<file path="src/rtl/fadd_share_sched_if.sv">
// fadd_share_sched_if: requester handshake and float_add operand/result bus for the shared-adder scheduler
interface fadd_share_sched_if #(
  parameter int NUM_REQ = 4,
  parameter int WIDTH   = 32
);
  logic [NUM_REQ-1:0]       req_valid;
  logic [NUM_REQ-1:0]       req_ready;
  logic [NUM_REQ*WIDTH-1:0] req_a;
  logic [NUM_REQ*WIDTH-1:0] req_b;
  logic [WIDTH-1:0]         add_dataa;
  logic [WIDTH-1:0]         add_datab;
  logic [WIDTH-1:0]         add_result;
  logic [NUM_REQ-1:0]       rsp_valid;
  logic [WIDTH-1:0]         rsp_data;
  logic                     busy;
  modport slave (
    input  req_valid, req_a, req_b, add_result,
    output req_ready, add_dataa, add_datab, rsp_valid, rsp_data, busy
  );
  modport master (
    output req_valid, req_a, req_b, add_result,
    input  req_ready, add_dataa, add_datab, rsp_valid, rsp_data, busy
  );
endinterface

</file>
<file path="src/rtl/fadd_share_sched.sv">
// fadd_share_sched: round-robin sharing of one pipelined float_add among NUM_REQ requesters
module fadd_share_sched #(
  parameter int NUM_REQ     = 4,
  parameter int ADD_LATENCY = 7,
  parameter int WIDTH       = 32
) (
  input  logic               clock,
  input  logic               aclr,
  input  logic               clk_en,
  fadd_share_sched_if.slave  bus
);
  localparam int IW   = $clog2(NUM_REQ);
  localparam int LAST = ADD_LATENCY + 1;
  logic [IW-1:0]    rr_ptr_q, rr_ptr_d, gnt_id;
  logic [IW:0]      idx;
  logic             hit;
  logic [WIDTH-1:0] dataa_q, dataa_d, datab_q, datab_d;
  logic [LAST:0]    tag_v_q;
  logic [IW-1:0]    tag_id_q [LAST+1];
  // Scan from the highest offset down so the entry closest to rr_ptr wins.
  always_comb begin
    hit    = 1'b0;
    gnt_id = '0;
    idx    = '0;
    for (int k = NUM_REQ - 1; k >= 0; k--) begin
      idx = {1'b0, rr_ptr_q} + (IW+1)'(k);
      idx = (idx >= (IW+1)'(NUM_REQ)) ? idx - (IW+1)'(NUM_REQ) : idx;
      if (bus.req_valid[idx[IW-1:0]]) begin
        hit    = 1'b1;
        gnt_id = idx[IW-1:0];
      end
    end
    hit      = hit & clk_en & ~aclr;
    rr_ptr_d = hit ? ((gnt_id == IW'(NUM_REQ - 1)) ? '0 : gnt_id + 1'b1) : rr_ptr_q;
    dataa_d  = hit ? bus.req_a[gnt_id*WIDTH +: WIDTH] : '0;
    datab_d  = hit ? bus.req_b[gnt_id*WIDTH +: WIDTH] : '0;
  end
  // Tag stage 0 sits beside the operand registers; the remaining ADD_LATENCY+1
  // stages follow the operands through the adder's sample register and pipeline.
  always_ff @(posedge clock or posedge aclr) begin
    if (aclr) begin
      rr_ptr_q <= '0;
      dataa_q  <= '0;
      datab_q  <= '0;
      tag_v_q  <= '0;
      for (int k = 0; k <= LAST; k++) tag_id_q[k] <= '0;
    end else if (clk_en) begin
      rr_ptr_q    <= rr_ptr_d;
      dataa_q     <= dataa_d;
      datab_q     <= datab_d;
      tag_v_q     <= {tag_v_q[LAST-1:0], hit};
      tag_id_q[0] <= gnt_id;
      for (int k = 1; k <= LAST; k++) tag_id_q[k] <= tag_id_q[k-1];
    end
  end
  assign bus.req_ready = hit ? NUM_REQ'(1) << gnt_id : '0;
  assign bus.add_dataa = dataa_q;
  assign bus.add_datab = datab_q;
  assign bus.rsp_valid = (tag_v_q[LAST] && clk_en) ? NUM_REQ'(1) << tag_id_q[LAST] : '0;
  assign bus.rsp_data  = bus.add_result;
  assign bus.busy      = |tag_v_q;
endmodule

</file>
<file path="src/flat_wrapper.sv">
// flat-port wrapper written by rule: the top's interface ports become plain ports
module fadd_share_sched_flat 
#(
  parameter int NUM_REQ     = 4,
  parameter int ADD_LATENCY = 7,
  parameter int WIDTH       = 32
)
  (clock, aclr, clk_en, bus_req_valid, bus_req_a, bus_req_b, bus_add_result, bus_req_ready, bus_add_dataa, bus_add_datab, bus_rsp_valid, bus_rsp_data, bus_busy);
  fadd_share_sched_if #(.NUM_REQ(NUM_REQ), .WIDTH(WIDTH)) bus_i ();
  input  logic clock;
  input  logic aclr;
  input  logic clk_en;
  input wire logic [$bits(bus_i.req_valid)-1:0] bus_req_valid;
  input wire logic [$bits(bus_i.req_a)-1:0] bus_req_a;
  input wire logic [$bits(bus_i.req_b)-1:0] bus_req_b;
  input wire logic [$bits(bus_i.add_result)-1:0] bus_add_result;
  output wire logic [$bits(bus_i.req_ready)-1:0] bus_req_ready;
  output wire logic [$bits(bus_i.add_dataa)-1:0] bus_add_dataa;
  output wire logic [$bits(bus_i.add_datab)-1:0] bus_add_datab;
  output wire logic [$bits(bus_i.rsp_valid)-1:0] bus_rsp_valid;
  output wire logic [$bits(bus_i.rsp_data)-1:0] bus_rsp_data;
  output wire logic [$bits(bus_i.busy)-1:0] bus_busy;
  assign bus_i.req_valid = bus_req_valid;
  assign bus_i.req_a = bus_req_a;
  assign bus_i.req_b = bus_req_b;
  assign bus_i.add_result = bus_add_result;
  assign bus_req_ready = bus_i.req_ready;
  assign bus_add_dataa = bus_i.add_dataa;
  assign bus_add_datab = bus_i.add_datab;
  assign bus_rsp_valid = bus_i.rsp_valid;
  assign bus_rsp_data = bus_i.rsp_data;
  assign bus_busy = bus_i.busy;
  fadd_share_sched #(.NUM_REQ(NUM_REQ), .ADD_LATENCY(ADD_LATENCY), .WIDTH(WIDTH)) u_core (.clock(clock), .aclr(aclr), .clk_en(clk_en), .bus(bus_i));
endmodule
</file>
<file path="config.mk">
export PLATFORM = sky130hd
export DESIGN_NAME = fadd_share_sched_flat
export DESIGN_NICKNAME = d
export VERILOG_FILES = /design/src/rtl/fadd_share_sched_if.sv /design/src/rtl/fadd_share_sched.sv /design/src/flat_wrapper.sv
export SDC_FILE = /design/constraint.sdc
export NUM_CORES = 1
export LEC_CHECK = 0
export ABC_AREA = 1
export CORE_AREA = 5 5 151 153
export DETAILED_ROUTE_END_ITERATION = 8
export DIE_AREA = 0 0 156 158
export GPL_ROUTABILITY_DRIVEN = 0
export PLACE_DENSITY = 0.69
export SYNTH_ARGS = -nofsm -noshare
export SYNTH_HDL_FRONTEND = slang
export SYNTH_SLANG_ARGS = --single-unit
</file>
<file path="constraint.sdc">
create_clock -name clock -period 11 [get_ports clock]
set_input_delay 2.75 -clock clock [delete_from_list [all_inputs] [get_ports clock]]
set_output_delay 2.75 -clock clock [all_outputs]
set_load 0.01 [all_outputs]
</file>
# --- Word level (Yosys, flattened, before mapping) ---
# Index checks and enable logic that the tools add are counted.
word_totals:
  in_bits: 295
  out_inout_bits: 105
  reg_bits: 93
op_classes:
  mux: 25
  magnitude_cmp: 8
  n_shift: 4
  n_eq_ne: 1
  addsub: 8
  n_reduce_logical: 3
  n_bitwise: 3
ops:
  columns: ["operator", "n"]
  rows:
  - ["128-bit by 8-bit variable part select with 32-bit output", 2]
  - ["32-bit two-way mux", 2]
  - ["2-bit two-way mux", 9]
  - ["2-bit by 3-bit less-than comparator with 1-bit output (second input constant)", 4]
  - ["3-bit greater-or-equal comparator (second input constant)", 3]
  - ["9-bit OR reduction", 1]
  - ["1-bit binary-select mux with 2-bit select", 4]
  - ["1-bit two-way mux", 8]
  - ["4-bit two-way mux", 2]
  - ["1-bit by 2-bit << shifter with 4-bit output (first input constant)", 2]
  - ["2-bit by 1-bit subtractor with 2-bit output (second input constant)", 4]
  - ["2-bit by 2-bit adder with 3-bit output (second input constant)", 2]
  - ["2-bit by 1-bit adder with 3-bit output (second input constant)", 1]
  - ["2-bit by 3-bit greater-or-equal comparator with 1-bit output (second input constant)", 1]
  - ["2-bit by 1-bit adder with 2-bit output (second input constant)", 1]
  - ["1-bit AND", 2]
  - ["2-bit == test (second input constant)", 1]
  - ["2-bit AND reduction", 1]
  - ["1-bit logical AND", 1]
  - ["1-bit NOT", 1]

# --- Depth between registers and ports, before layout ---
logic_depth:
  depth_word: 12
  mapped_depth: 15

# --- Worst setup path before layout ---
# Ideal clock, no wire load.
synth_timing:
  path_kind: "input to output"
  startpoint: "input port aclr"
  endpoint: "output port bus_req_ready[0]"
  t_arrival_ps: 5380
  path_stages: 3
  slack_ps: 2870
  path_cell_list: "inv_1 > nand3_2 > nor2_1"
synth_via:
  elab_chain_len: 3
synth_lines:
  columns: ["element", "line_no", "source"]
  rows:
  - ["start, declared", "flat_wrapper.sv:11", "input logic aclr;"]
  - ["1-bit NOT", "fadd_share_sched.sv:33", "hit = hit & clk_en & ~aclr;"]
  - ["1-bit AND", "fadd_share_sched.sv:33", null]
  - ["4-bit two-way mux", "fadd_share_sched.sv:56", "assign bus.req_ready = hit ? NUM_REQ'(1) << gnt_id : '0;"]
  - ["end, declared", "flat_wrapper.sv:17", "output wire logic [$bits(bus_i.req_ready)-1:0] bus_req_ready;"]
# No other way between the ends.

# --- Worst setup path in the final report ---
layout_timing:
  startpoint: "input port bus_req_valid[1]"
  endpoint: "output port bus_req_ready[1]"
layout_lines:
  columns: ["element", "line_no", "source"]
  rows:
  - ["start, declared", "flat_wrapper.sv:13", "input wire logic [$bits(bus_i.req_valid)-1:0] bus_req_valid;"]
  - ["1-bit binary-select mux with 2-bit select", "fadd_share_sched.sv:28", "if (bus.req_valid[idx[IW-1:0]]) begin"]
  - ["1-bit two-way mux (not written as such)", "fadd_share_sched.sv:28", null]
  - ["2-bit two-way mux (3 in a row)", "fadd_share_sched.sv:28", null]
  - ["2-bit two-way mux *", "fadd_share_sched.sv:28", null]
  - ["via u_core.gnt_id[0]", "fadd_share_sched.sv:14", "logic [IW-1:0] rr_ptr_q, rr_ptr_d, gnt_id;"]
  - ["1-bit by 2-bit << shifter with 4-bit output *", "fadd_share_sched.sv:56", null]
  - ["4-bit two-way mux *", "fadd_share_sched.sv:56", null]
# The timed path passes the listed nets; every way through them passes the cells marked *. The select of a mux whose other input is x is not followed.

==> results by group <==
Routing
  • Antenna Violating Nets Remaining: 0
  • DRC: 0
  • DR pass1 iterations: 5
  • WL per Instance: 16.8 microns
  • Drt total wl: 24.5 mm
  • Initial detailed-routing violation count: 535
  • Number of vias in the routed layout: 7184
  • Routed vias/inst: 4.90

Clocking
  • CTS Hold Bufs: 0
  • Clk root buf: clkbuf_16
  • Latest clock arrival within the worst-skew pair: 0.34 ns
  • Postcts setup bufs: 0
  • Clk slew on worst S/H paths: 0.07 ns
  • TritonCTS clock tree: built
  • Post_cts resized: 0
  • H-tree levels: 3
  • Clock Path Buffers: 2
  • CTS Buf Count: 9
  • Clk sinks: 93

Synthesis
  • Mean Syn Cell Area: 6.66 sq um
  • Mux contribution to synthesized area: 0%
  • Nets in the synthesized netlist: 1232
  • Compound-Gate Fraction of Synth Area: 0.886%
  • Synth Area in Adders: 0.805%
  • FF+latch count, synth: 93
  • Simple-Gate Fraction of Synth Area: 49.1%
  • Synth Instances: 933
  • Post-Syn Area: 6210 sq um
  • Synth unique cells: 19
  • Seq/Total Area, Yosys: 37.5%
  • Largest family of logic cells by synthesized area: simple AND/OR/NAND/NOR gates
  • Xor/xnor share of the synthesized area: 0%
  • Synth warn: 0

Power and ir drop
  • P_sw: 1.36 mW
  • Clock power frac: 12.2%
  • P_leak: 4.47 nW
  • Sw Share: 52.0%
  • Power density cells: 270 nW/um^2
  • Seq pwr share: 20.1%
  • Comb pwr share: 67.6%
  • Peak VDD IR: 0.269 mV
  • Pint: 1.26 mW
  • Tot Pwr: 2.62 mW

Setup path
  • Slowest cell on the critical path: clkdlybuf4s50_1
  • Critical path type: input port to output port
  • R2r startpoint: u_core.rr_ptr_q[0]
  • Required @ worst endpoint: 8.25 ns
  • Worst setup SP type: input port
  • CP Buf/Inv Count: 5
  • Critical path's most frequent cell: inv_1
  • Setup crit start: bus_req_valid[1]
  • Cell family with most CP delay: buffers and inverters
  • R2R depth: 12
  • Reg2Reg Setup Slack: 7.34 ns
  • Crit path largest cell delay: 0.55 ns
  • Crit path arrival time: 5.74 ns
  • Crit-path cells: clkdlybuf4s50_1, inv_1, o21ai_1, nand2_1, nand3_1, nand2_1, nand2_4, nand2_4, inv_1, ha_1, inv_1, nor2_1, clkdlybuf4s50_1
  • Worst R2R End: u_core.bus.add_dataa[17]
  • Max FO, Critical Path: 50
  • Crit. End Element: output port

Floorplan
  • Ports: 400
  • Die ar.: 24600 sq um
  • Initial Utilization: 29.0%
  • Core Region: 21400 sq um
  • Die width: 156 microns
  • Row Count: 54
  • Die Ht: 158 microns

Job
  • Max-cap viol count: 0

Finish
  • Nets@finish: 1479
  • Area Growth Syn to Fin: 56.0%
  • Non-Filler Instances: 1465
  • FF+latch area: 2330 sq um
  • Multi-input gate area: 3200 sq um
  • Fillers: 2195
  • Final Instance Area: 9690 sq um
  • Layout cells sized above 1: 3.12%
  • N_diodes: 0
  • Core Util, Final: 45.2%

Timing
  • Setup TNS: 0 ns
  • Hold Vio Cnt, Final: 0
  • Worst Skew: 0.0154 ns
  • Slew @ Worst Pin: 1.11 ns
  • Rel. slew slack: 25.8%
  • Final Setup Violations: 0
  • Final worst path period share: 77.2%
  • Max Slew Vio Count: 0
  • Unrepaired setup endpoints after global routing: no
  • Fmax: 118 MHz
  • Fin crit period: 8.49 ns

Worst hold path
  • WHS Path Cells: 2
  • Worst Hold Class: flop to flop
  • HP Start: u_core.tag_id_q[8]
  • WHS Endpoint: u_core.tag_id_q[8]

Placement
  • Dpl hpwl: 17.4 mm
  • Dpl cell area: 9370 sq um
  • Total placed cells including tap cells: 1449
  • Port bufs: 335

GRT
  • Vias in the first global route: 7005
  • Tot GR Track Use: 18.9%
  • Largest net degree at the start of global routing: 104
  • Initial antenna violation count: 0
  • Remaining global-route overflow: 0
  • Global-route wire length before repair: 37.6 mm

Status
  • Status: finished clean
## kinds of logic (layout without fill, tap and decap cells)
family | after synthesis | in the layout
and+or+nand+nor | 697 | 697
buffers and inverters | 128 | 380
DFF | 93 | 93
AOI/OAI and AO/OA | 11 | 11
adders and majority gates | 4 | 4
## worst register-to-register path, stage by stage (launching register included)
cell and delay [ns]:
dfrtp_1 0.52, inv_4 0.16, nand2_1 0.08, nand3_1 0.12, nand2_1 0.09, nand3_1 0.16, nand3_4 0.48, nand2_4 0.54
buf_4 0.83, nand2_1 0.26, nand3_1 0.17, nand3_1 0.11, nand2_1 0.09
## sequential cells by signal (all words and copies together) (netlist names)
register              cells
u_core.tag_v_q            9
u_core.bus.add_dataa     32
u_core.bus.add_datab     32
u_core.tag_id_q          18
u_core.rr_ptr_q           2
## through the flow
stage	hold WS (ns)	setup slack, ns
after global routing	0.493	2.31
after global placement	0.454	2.66
after floorplan	0.442	2.87
final	0.475	2.51
after CTS	0.477	2.51
after detailed placement	0.458	2.53
## power by group through the flow
stage	clock, mW	sequential, mW	combinational [mW]
2_1_floorplan	0	0.555	1.22
3_3_place_gp	0	0.528	1.77
3_5_place_dp	0	0.529	1.78
4_1_cts	0.333	0.527	1.79
5_1_grt	0.346	0.543	1.99
6_report	0.321	0.527	1.77
## layout make-up
class | instances | share of cell area (%)
Clock buffer | 9 | 2.32
Clock inverter | 7 | 0.943
Inverter | 20 | 0.826
Multi-Input combinational cell | 712 | 33.0
Sequential cell | 93 | 24.0
Tap cell | 280 | 3.62
Timing Repair Buffer | 344 | 35.3
## Yosys cell counts
cell type / instances / area, sq um
nor3_1: 4 / 20.0
o21ai_1: 4 / 20.0
buf_2: 40 / 200
clkbuf_1: 16 / 60.1
buf_6: 1 / 11.3
nand3_1: 329 / 1650
inv_2: 4 / 15.0
inv_1: 15 / 56.3
o21ai_0: 7 / 35.0
nor2_2: 1 / 6.26
nor4_1: 2 / 12.5
nor2_1: 8 / 30.0
dfrtp_1: 93 / 2330
nand3_2: 1 / 10.0
nand2_2: 1 / 6.26
ha_1: 4 / 50.1
nand2_1: 351 / 1320
buf_4: 51 / 383
inv_4: 1 / 6.26
## routing by layer
layer | share of wire, % | track usage, %
met2 | 48 | 30.9
met5 | 0 | 0
met4 | 2.4 | 6.17
met1 | 40 | 24.1
met3 | 9.7 | 5.52
## worst max path at each step
stage | to | slack, ns | cells after the start
finish | bus_req_ready[1] | 2.51 | 13
global route | bus_req_ready[2] | 2.31 | 11
CTS | bus_req_ready[2] | 2.51 | 11
detailed placement | bus_req_ready[0] | 2.53 | 11
global placement | bus_req_ready[3] | 2.66 | 13
floorplan | bus_req_ready[0] | 2.87 | 3
## cell usage in the layout, fill, tap and decap left out
master           Yosys  layout
clkbuf_16            0       9
dfrtp_1             93      93
inv_2                4       4
nor2_4               0       1
inv_1               15      14
inv_6                0       2
buf_4               51       9
clkinv_8             0       4
nand3_1            329     328
o21ai_4              0       1
nor4_1               2       2
nand2_1            351     350
ha_1                 4       4
nand3_4              0       1
clkinv_4             0       1
inv_4                1       2
nor3_1               4       4
nor2_1               8       8
nand3_2              1       1
nand2_4              0       2
o21ai_0              7       7
o21ai_1              4       3
clkdlybuf4s50_1      0     335
Power figures use the tool's default switching activity.
